[config.mk]
export PLATFORM = sky130hd
export DESIGN_NAME = vram_wr_ctrl_flat
export DESIGN_NICKNAME = d
export VERILOG_FILES = /design/src/rtl/vram_wr_ctrl_pkg.sv /design/src/rtl/vram_wr_ctrl_if.sv /design/src/rtl/vram_wr_ctrl_edge_sync.sv /design/src/rtl/vram_wr_ctrl.sv /design/src/flat_wrapper.sv
export SDC_FILE = /design/constraint.sdc
export NUM_CORES = 1
export LEC_CHECK = 0
export BUFFER_PORTS_ARGS = -buffer_cell sky130_fd_sc_hd__buf_2
export CAP_MARGIN = 30
export CORE_UTILIZATION = 50
export DETAILED_ROUTE_END_ITERATION = 7
export GPL_TIMING_DRIVEN = 0
export PLACE_DENSITY_LB_ADDON = 0.3
export SYNTH_ARGS = -nofsm -noshare
export SYNTH_HDL_FRONTEND = slang
export SYNTH_SLANG_ARGS = --single-unit
export TNS_END_PERCENT = 20
[constraint.sdc]
create_clock -name ACLK -period 6 [get_ports ACLK]
set_input_delay 1.2 -clock ACLK [delete_from_list [all_inputs] [get_ports ACLK]]
set_output_delay 1.2 -clock ACLK [all_outputs]
set_load 0.005 [all_outputs]
[src/rtl/vram_wr_ctrl_pkg.sv]
// Shared display/VRAM constants: address map width, VGA geometry, burst size
// and the write-controller state type.
package vram_wr_ctrl_pkg;

    localparam int unsigned DISP_ADDR_WIDTH     = 24;
    localparam int unsigned VGA_VISIBLE_WIDTH   = 640;
    localparam int unsigned VGA_VISIBLE_HEIGHT  = 480;
    localparam int unsigned BURST_BYTES         = 32'h80;
    localparam int unsigned FRAME_BYTES_DEFAULT = VGA_VISIBLE_WIDTH * VGA_VISIBLE_HEIGHT * 4;

    typedef enum logic [2:0] {
        StIdle,
        StWaitFifo,
        StSetAddr,
        StWriting,
        StResp
    } vram_wr_state_t;

endpackage

[src/rtl/vram_wr_ctrl_if.sv]
// AXI4 write-channel bundle (AW, W, B) between the VRAM write master and the interconnect.
interface vram_wr_ctrl_if;

    logic [31:0] AWADDR;
    logic [7:0]  AWLEN;
    logic [2:0]  AWSIZE;
    logic [1:0]  AWBURST;
    logic        AWVALID;
    logic        AWREADY;
    logic [31:0] WDATA;
    logic [3:0]  WSTRB;
    logic        WLAST;
    logic        WVALID;
    logic        WREADY;
    logic [1:0]  BRESP;
    logic        BVALID;
    logic        BREADY;

    modport master (
        output AWADDR, AWLEN, AWSIZE, AWBURST, AWVALID, WDATA, WSTRB, WLAST, WVALID, BREADY,
        input  AWREADY, WREADY, BRESP, BVALID
    );

    modport slave (
        input  AWADDR, AWLEN, AWSIZE, AWBURST, AWVALID, WDATA, WSTRB, WLAST, WVALID, BREADY,
        output AWREADY, WREADY, BRESP, BVALID
    );

endinterface

[src/rtl/vram_wr_ctrl_edge_sync.sv]
// Three-flop synchronizer with registered rising-edge pulse; safe for asynchronous inputs.
module edge_sync (
    input  logic clk,
    input  logic rst,
    input  logic din,
    output logic pulse
);

    logic [2:0] sync;

    always_ff @(posedge clk) begin
        if (rst) begin
            sync  <= 3'b000;
            pulse <= 1'b0;
        end else begin
            sync  <= {sync[1:0], din};
            pulse <= (sync[2:1] == 2'b01);
        end
    end

endmodule

[src/rtl/vram_wr_ctrl.sv]
// AXI4 burst write master: copies one frame of pixels from an FWFT FIFO into VRAM,
// one outstanding burst at a time.
module vram_wr_ctrl
    import vram_wr_ctrl_pkg::*;
#(
    parameter int unsigned BURST_LEN   = 32,
    parameter int unsigned FRAME_BYTES = FRAME_BYTES_DEFAULT
) (
    input  logic                       ACLK,
    input  logic                       ARST,
    vram_wr_ctrl_if.master             axi,
    input  logic                       WR_START,
    input  logic [DISP_ADDR_WIDTH-1:0] WR_ADDR,
    input  logic [31:0]                FIFO_DOUT,
    input  logic                       FIFO_BURST_READY,
    output logic                       FIFO_RD,
    output logic                       WR_BUSY,
    output logic                       WR_DONE,
    output logic                       WR_ERR
);

    localparam int unsigned                  BW        = $clog2(BURST_LEN);
    localparam logic [BW-1:0]                LAST_BEAT = BW'(BURST_LEN - 1);
    localparam logic [DISP_ADDR_WIDTH-1:0]   ADDR_STEP = DISP_ADDR_WIDTH'(BURST_BYTES);

    vram_wr_state_t             state;
    logic [DISP_ADDR_WIDTH-1:0] addr_cnt;
    logic [DISP_ADDR_WIDTH-1:0] addr_sum;
    logic [BW-1:0]              beat_cnt;
    logic [BW-1:0]              beat_nxt;
    logic                       aw_valid;
    logic                       w_valid;
    logic                       w_last;
    logic                       b_ready;
    logic                       start;
    logic                       frame_done;

    edge_sync u_start_sync (
        .clk   (ACLK),
        .rst   (ARST),
        .din   (WR_START),
        .pulse (start)
    );

    // addr_cnt only moves on the AW handshake, so AWADDR is stable while AWVALID waits.
    assign addr_sum    = WR_ADDR + addr_cnt;
    assign beat_nxt    = beat_cnt + BW'(1);
    assign frame_done  = 32'(addr_cnt) >= FRAME_BYTES;

    assign axi.AWADDR  = 32'(addr_sum);
    assign axi.AWLEN   = 8'(BURST_LEN - 1);
    assign axi.AWSIZE  = 3'b010;
    assign axi.AWBURST = 2'b01;
    assign axi.AWVALID = aw_valid;
    assign axi.WDATA   = FIFO_DOUT;
    assign axi.WSTRB   = 4'hF;
    assign axi.WLAST   = w_last;
    assign axi.WVALID  = w_valid;
    assign axi.BREADY  = b_ready;
    assign FIFO_RD     = w_valid & axi.WREADY;
    assign WR_BUSY     = (state != StIdle);

    always_ff @(posedge ACLK) begin
        if (ARST) begin
            state    <= StIdle;
            addr_cnt <= '0;
            beat_cnt <= '0;
            aw_valid <= 1'b0;
            w_valid  <= 1'b0;
            w_last   <= 1'b0;
            b_ready  <= 1'b0;
            WR_DONE  <= 1'b0;
            WR_ERR   <= 1'b0;
        end else begin
            WR_DONE <= 1'b0;
            unique case (state)
                StIdle: begin
                    if (start) begin
                        state    <= StWaitFifo;
                        addr_cnt <= '0;
                        WR_ERR   <= 1'b0;
                    end
                end
                StWaitFifo: begin
                    if (FIFO_BURST_READY) begin
                        state    <= StSetAddr;
                        aw_valid <= 1'b1;
                    end
                end
                StSetAddr: begin
                    beat_cnt <= '0;
                    if (axi.AWREADY) begin
                        state    <= StWriting;
                        aw_valid <= 1'b0;
                        addr_cnt <= addr_cnt + ADDR_STEP;
                        w_valid  <= 1'b1;
                        w_last   <= (LAST_BEAT == '0);
                    end
                end
                StWriting: begin
                    if (axi.WREADY) begin
                        beat_cnt <= beat_nxt;
                        w_last   <= (beat_nxt == LAST_BEAT);
                        if (w_last) begin
                            state   <= StResp;
                            w_valid <= 1'b0;
                            w_last  <= 1'b0;
                            b_ready <= 1'b1;
                        end
                    end
                end
                StResp: begin
                    // Errors are recorded but never abort the frame.
                    if (axi.BVALID) begin
                        b_ready <= 1'b0;
                        if (axi.BRESP != 2'b00) begin
                            WR_ERR <= 1'b1;
                        end
                        if (frame_done) begin
                            state   <= StIdle;
                            WR_DONE <= 1'b1;
                        end else if (FIFO_BURST_READY) begin
                            state    <= StSetAddr;
                            aw_valid <= 1'b1;
                        end else begin
                            state <= StWaitFifo;
                        end
                    end
                end
                default: state <= StIdle;
            endcase
        end
    end

endmodule

[src/flat_wrapper.sv]
// flat-port wrapper written by rule: the top's interface ports become plain ports
module vram_wr_ctrl_flat import vram_wr_ctrl_pkg::*;
#(
    parameter int unsigned BURST_LEN   = 32,
    parameter int unsigned FRAME_BYTES = FRAME_BYTES_DEFAULT
)
  (ACLK, ARST, WR_START, WR_ADDR, FIFO_DOUT, FIFO_BURST_READY, FIFO_RD, WR_BUSY, WR_DONE, WR_ERR, axi_AWADDR, axi_AWLEN, axi_AWSIZE, axi_AWBURST, axi_AWVALID, axi_WDATA, axi_WSTRB, axi_WLAST, axi_WVALID, axi_BREADY, axi_AWREADY, axi_WREADY, axi_BRESP, axi_BVALID);
  vram_wr_ctrl_if axi_i ();
  input  logic ACLK;
  input  logic ARST;
  input  logic WR_START;
  input  logic [DISP_ADDR_WIDTH-1:0] WR_ADDR;
  input  logic [31:0] FIFO_DOUT;
  input  logic FIFO_BURST_READY;
  output logic FIFO_RD;
  output logic WR_BUSY;
  output logic WR_DONE;
  output logic WR_ERR;
  output wire logic [$bits(axi_i.AWADDR)-1:0] axi_AWADDR;
  output wire logic [$bits(axi_i.AWLEN)-1:0] axi_AWLEN;
  output wire logic [$bits(axi_i.AWSIZE)-1:0] axi_AWSIZE;
  output wire logic [$bits(axi_i.AWBURST)-1:0] axi_AWBURST;
  output wire logic [$bits(axi_i.AWVALID)-1:0] axi_AWVALID;
  output wire logic [$bits(axi_i.WDATA)-1:0] axi_WDATA;
  output wire logic [$bits(axi_i.WSTRB)-1:0] axi_WSTRB;
  output wire logic [$bits(axi_i.WLAST)-1:0] axi_WLAST;
  output wire logic [$bits(axi_i.WVALID)-1:0] axi_WVALID;
  output wire logic [$bits(axi_i.BREADY)-1:0] axi_BREADY;
  input wire logic [$bits(axi_i.AWREADY)-1:0] axi_AWREADY;
  input wire logic [$bits(axi_i.WREADY)-1:0] axi_WREADY;
  input wire logic [$bits(axi_i.BRESP)-1:0] axi_BRESP;
  input wire logic [$bits(axi_i.BVALID)-1:0] axi_BVALID;
  assign axi_AWADDR = axi_i.AWADDR;
  assign axi_AWLEN = axi_i.AWLEN;
  assign axi_AWSIZE = axi_i.AWSIZE;
  assign axi_AWBURST = axi_i.AWBURST;
  assign axi_AWVALID = axi_i.AWVALID;
  assign axi_WDATA = axi_i.WDATA;
  assign axi_WSTRB = axi_i.WSTRB;
  assign axi_WLAST = axi_i.WLAST;
  assign axi_WVALID = axi_i.WVALID;
  assign axi_BREADY = axi_i.BREADY;
  assign axi_i.AWREADY = axi_AWREADY;
  assign axi_i.WREADY = axi_WREADY;
  assign axi_i.BRESP = axi_BRESP;
  assign axi_i.BVALID = axi_BVALID;
  vram_wr_ctrl #(.BURST_LEN(BURST_LEN), .FRAME_BYTES(FRAME_BYTES)) u_core (.ACLK(ACLK), .ARST(ARST), .axi(axi_i), .WR_START(WR_START), .WR_ADDR(WR_ADDR), .FIFO_DOUT(FIFO_DOUT), .FIFO_BURST_READY(FIFO_BURST_READY), .FIFO_RD(FIFO_RD), .WR_BUSY(WR_BUSY), .WR_DONE(WR_DONE), .WR_ERR(WR_ERR));
endmodule
-- After elaboration in Yosys (flattened, before gate mapping)
Index checks and enable logic that the tools add are counted.
- multiplexer cells: 35
- equality and inequality tests: 14
- order comparisons: 1
- reduce and logical (&&, ||, !) cells: 17
- bitwise logic cells: 3
- add/subtract/negate cells: 3
- operators by type and width (operator ; number):
    $mux W24 ; 2
    $pmux W24 S2 ; 1
    $add A24 B24 Y24 ; 1
    $add A24 B8 Y24 const B ; 1
    $ge A24 B21 Y1 const B ; 1
    $mux W3 ; 7
    $mux W1 ; 16
    $reduce_and A4 Y1 ; 4
    $pmux W3 S5 ; 1
    $ne A2 B2 Y1 const B ; 6
    $pmux W5 S2 ; 1
    $reduce_bool A2 Y1 ; 5
    $pmux W1 S2 ; 4
    $eq A3 B2 Y1 const B ; 2
    $reduce_and A3 Y1 ; 2
    $reduce_and A6 Y1 ; 1
    $reduce_bool A3 Y1 ; 2
    $add A5 B1 Y5 const B ; 1
    $eq A5 B5 Y1 const B ; 1
    $mux W5 ; 1
    $ne A2 B1 Y1 const B ; 2
    $eq A3 B1 Y1 const B ; 1
    $eq A3 B3 Y1 const B ; 1
    $logic_not A3 Y1 ; 1
    other kinds (7) ; 8
- bits in registers: 42
- output and inout bits: 89

-- Logic depth before layout (Yosys ltp)
- depth in word-level cells: 5
- gate-level depth with buffers: 7

-- Modules after synthesis
From an unflattened synthesis, not the netlist that was laid out.
- cell total of the unflattened synthesis: 385
- area, all modules: 2989.1 um^2
- modules (own cells, without submodules) (module ; sequential area each (um^2) ; instances ; cells each ; area each (um^2)):
    vram_wr_ctrl ; 620.6 ; 1 ; 377 ; 2877.8
    edge_sync ; 80.1 ; 1 ; 8 ; 111.4

-- Worst setup path after synthesis
No wires, ideal clock.
- kind: in2out
- from: input port WR_ADDR[9]
- to: output port axi_AWADDR[22]
- stages on the path: 7
- path slack: 2.079 ns
- data arrival time: 2.721 ns
- path through: ha_1 a211oi_1 o21ai_1 a211oi_1 nor2_1 a311oi_1 xnor2_1
- word-level cells in the longest chain between the ends: 1
- ends and longest elaborated chain (element ; line ; text):
    start: declaration ; flat_wrapper.sv:12 ; input logic [DISP_ADDR_WIDTH-1:0] WR_ADDR;
    $add A24 B24 Y24 ; vram_wr_ctrl.sv:46 ; assign addr_sum = WR_ADDR + addr_cnt;
    end: declaration ; flat_wrapper.sv:19 ; output wire logic [$bits(axi_i.AWADDR)-1:0] axi_AWADDR;
Every way passes these cells.

-- Worst setup path in the final report
- from: input port WR_ADDR[8]
- to: output port axi_AWADDR[22]
The elaborated chain is that of the path after synthesis.

==> metrics.md <==
| Metric | Value |
|---|---|
| Status | completed |
| Area contributors post-synth | dfxtp_1, buf_4, ha_1, xnor2_1, nor2_1 |
| 1st-pass router iterations | 4 |
| I/O Pins | about 150 |
| Final Power | between 600 and 700 µW |
| Share of cells above drive strength 1 | around 34% |
| Post-synthesis adder-cell area fraction | between 8 and 9% |
| Root Buffer | clkbuf_8 |
| Area Overhead vs Synth | 24.2% |
| WL per Instance | about 11 µm |
| Hpwl dp | about 5200 µm |
| Initial Util | 53.2% |
| Combinational family with the most area after synthesis | simple AND/OR/NAND/NOR gates |
| Internal reg-to-reg setup slack | between 4 and 5 ns |
| Met3 Routed Length | about 540 µm |
| Final ANT Viol Nets | 0 |
| Min setup slack post-route | 1.59 ns |
| CP bufs+invs | 2 |
| Final nets | between 500 and 600 |
| Number of synthesized flops with an enable pin | 0 |
| CTS Buffer Depth | 2 |
| Drt initial violations | roughly 120 |
| Final WL | about 6300 µm |
| Dpl cells | approximately 570 |
| Overflow after GRT | 0 |
| Area leader, netlist | dfxtp_1 |
| Port Buffers | 93 |
| Clock Latency Late Sink | roughly 0.28 ns |
| Post-Syn Area | 3000 µm² |
| Clock skew | approximately 0.0056 ns |
| Fillers | 470 |
| Number of max-cap violations | 0 |
| Multi-input gate area | ~1800 µm² |
| Compound-cell area share of the yosys netlist | a little under a fifth |
| Ys flop type | dfxtp_1 |
| First-pass GRT wire length | just under 10000 µm |
| Diode count | 0 |
| Most frequent cell after synthesis | buf_4 |
| Gates resized, CTS repair | 0 |
| GRT Total Usage | about a fifth |
| Path category of the worst min-delay check | reg -> reg |
| Startpoint Class | input pin |
| Required time worst endpoint | 4.80 ns |
| Slew Limit Fails | 0 |
| Maximum VDD drop | about 0.00016 V |
| CTS Buf Count | 5 |
| Critical path endpoint category | output pin |
| Period utilization | between 70 and 80% |
| Cell variety after synth | just under 50 |
| Largest net degree at the start of global routing | 11 |
| Register area | between 700 and 800 µm² |
| Setup TNS | 0 ns |
| Min Tclk post-route | between 4 and 5 ns |
| GP Congestion | approximately 0.9 |
| Hold buffers post-CTS | 0 |
| DRC viols | 0 |
| Synth top cells by count | buf_4, nor2_1, dfxtp_1 |
| Topmost layer with routed signal wires | met4 |
| Setup-failing EPs final | 0 |
| RSZ-0062 raised after global routing | no |
| Fmax | roughly 230 MHz |
| DIE AREA | roughly 6300 µm² |
| Post-synth top area share | roughly a quarter |
| Die extent in x | 79.5 µm |
| Leak | between 0.0015 and 0.002 µW |
| Power per cell area | about 170 nW/µm² |
| Rows | 27 |
| Vias in the first global route | around 2400 |
| Yosys warns | 0 |
| Critical Path AT | about 3.2 ns |
| Final cell count without fillers | 577 |
| Synth Instances | 380 |
| Delay-heaviest family, CP | compound AO/OA/AOI/OAI gates |
| Yosys reg bits | 35 |
| Place WS | around 1.6 ns |
| Final Hold Viols | 0 |
| Detailed-route via count | between 2000 and 3000 |
| Crit path cell chain | buf_2, ha_1, o21ai_0, a211oi_1, a211oi_1, nor2_1, a311oi_1, xnor2_1, buf_2 |
| CTS clk-pin slew, worst paths | roughly 0.070 ns |
| Synth async-reset ratio | 0% |
| DR vias/cell | about 5 |
| Max FO, Critical Path | 4 |
| CTS H-Tree Depth | 2 |
| Critical path class | in -> out |
| Core ar. | 5640 µm² |
| Simple-gate share of the synthesized area | around a fifth |
| CP max-delay cell | a211oi_1 |
| Post-Synth XOR/XNOR Area | 9.93% |
| Metal-1 WL | between 2000 and 3000 µm |
| Syn_area_per_cell | a little under 8 µm² |
| Clk sink count | 35 |
| Register area share after synthesis | around a quarter |
| Multiplexer share of the synthesized area | 1.84% |
| Die Ht | just under 80 µm |
| CTS tree | done |
| Worst slew margin | 62.6% |
| Length of routed met2 wiring | 3100 µm |
| Tightest Pin Transition | 0.560 ns |
| Initial antenna violation count | 0 |
| Post CTS Setup Buffer Count | 0 |
| Largest stage delay, worst path | around 0.36 ns |
[final timing paths]
kind / startpoint / endpoint / cells after the start
setup / recovery: WR_ADDR[8] / axi_AWADDR[22] / 9
hold / removal: u_core.u_start_sync.sync[2] / u_core.u_start_sync.pulse / 1
setup reg to reg: u_core.state[0] / u_core.addr_cnt[18] / 5
hold reg to reg: u_core.u_start_sync.sync[2] / u_core.u_start_sync.pulse / 1
[layout make-up]
type | instances | area share (%)
Clock buffer | 7 | 2.05
Inverter | 15 | 1.51
Sequential cell | 35 | 18.8
Multi-Input combinational cell | 284 | 49.5
Clock inverter | 1 | 0.134
Tap cell | 72 | 2.42
Timing Repair Buffer | 93 | 12.5
Buffer | 70 | 13.1
[where the power goes]
part           switching (µW)  internal [µW]
logic                     105            100
registers                6.06            242
clock network            81.8           81.4
total                     193            424
[registers in the layout, indices dropped and copies added, names as in the netlist]
signal,flops
u_core.axi.AWVALID,1
u_core.WR_ERR,1
u_core.beat_cnt,5
u_core.addr_cnt,17
u_core.state,3
u_core.WR_DONE,1
u_core.axi.WLAST,1
u_core.u_start_sync.sync,3
u_core.axi.BREADY,1
u_core.axi.WVALID,1
u_core.u_start_sync.pulse,1
[cell usage in the layout (no fill, tap or decap), types with 7 or more instances in the layout]
master,n
clkbuf_1,10
ha_1,20
xnor2_1,26
nand4_1,7
buf_2,96
xor2_1,8
buf_4,59
nor2b_1,7
dfxtp_1,35
nand3_1,9
nor2_1,37
nor3_1,12
nand2_1,29
conb_1,26
o21ai_0,14
a21oi_1,26
inv_1,15
[metal layers]
metal  global-route usage, %  up-vias
li1                        -     1473
met1                    22.5     1283
met2                    35.6      129
met3                    3.54        4
met4                    4.55        0
met5                       0        -
[kinds of logic after synthesis]
| kind of cell | Yosys count |
|---|---|
| flops | 35 |
| xor+xnor | 34 |
| simple gates | 122 |
| compound gates | 77 |
| mux | 5 |
| buf+inv | 85 |
| fa+ha+maj | 20 |
| other cells | 2 |
[per-stage QoR]
stage	instance area, µm²	hold WS (ns)	util, %
6_report	3730	0.384	66.0
5_1_grt	3730	0.396	66.0
4_1_cts	3730	0.387	66.0
3_5_place_dp	3640	0.377	64.6
3_3_place_gp	3640	0.373	64.6
2_1_floorplan	3090	0.367	-
Power figures use the tool's default switching activity.
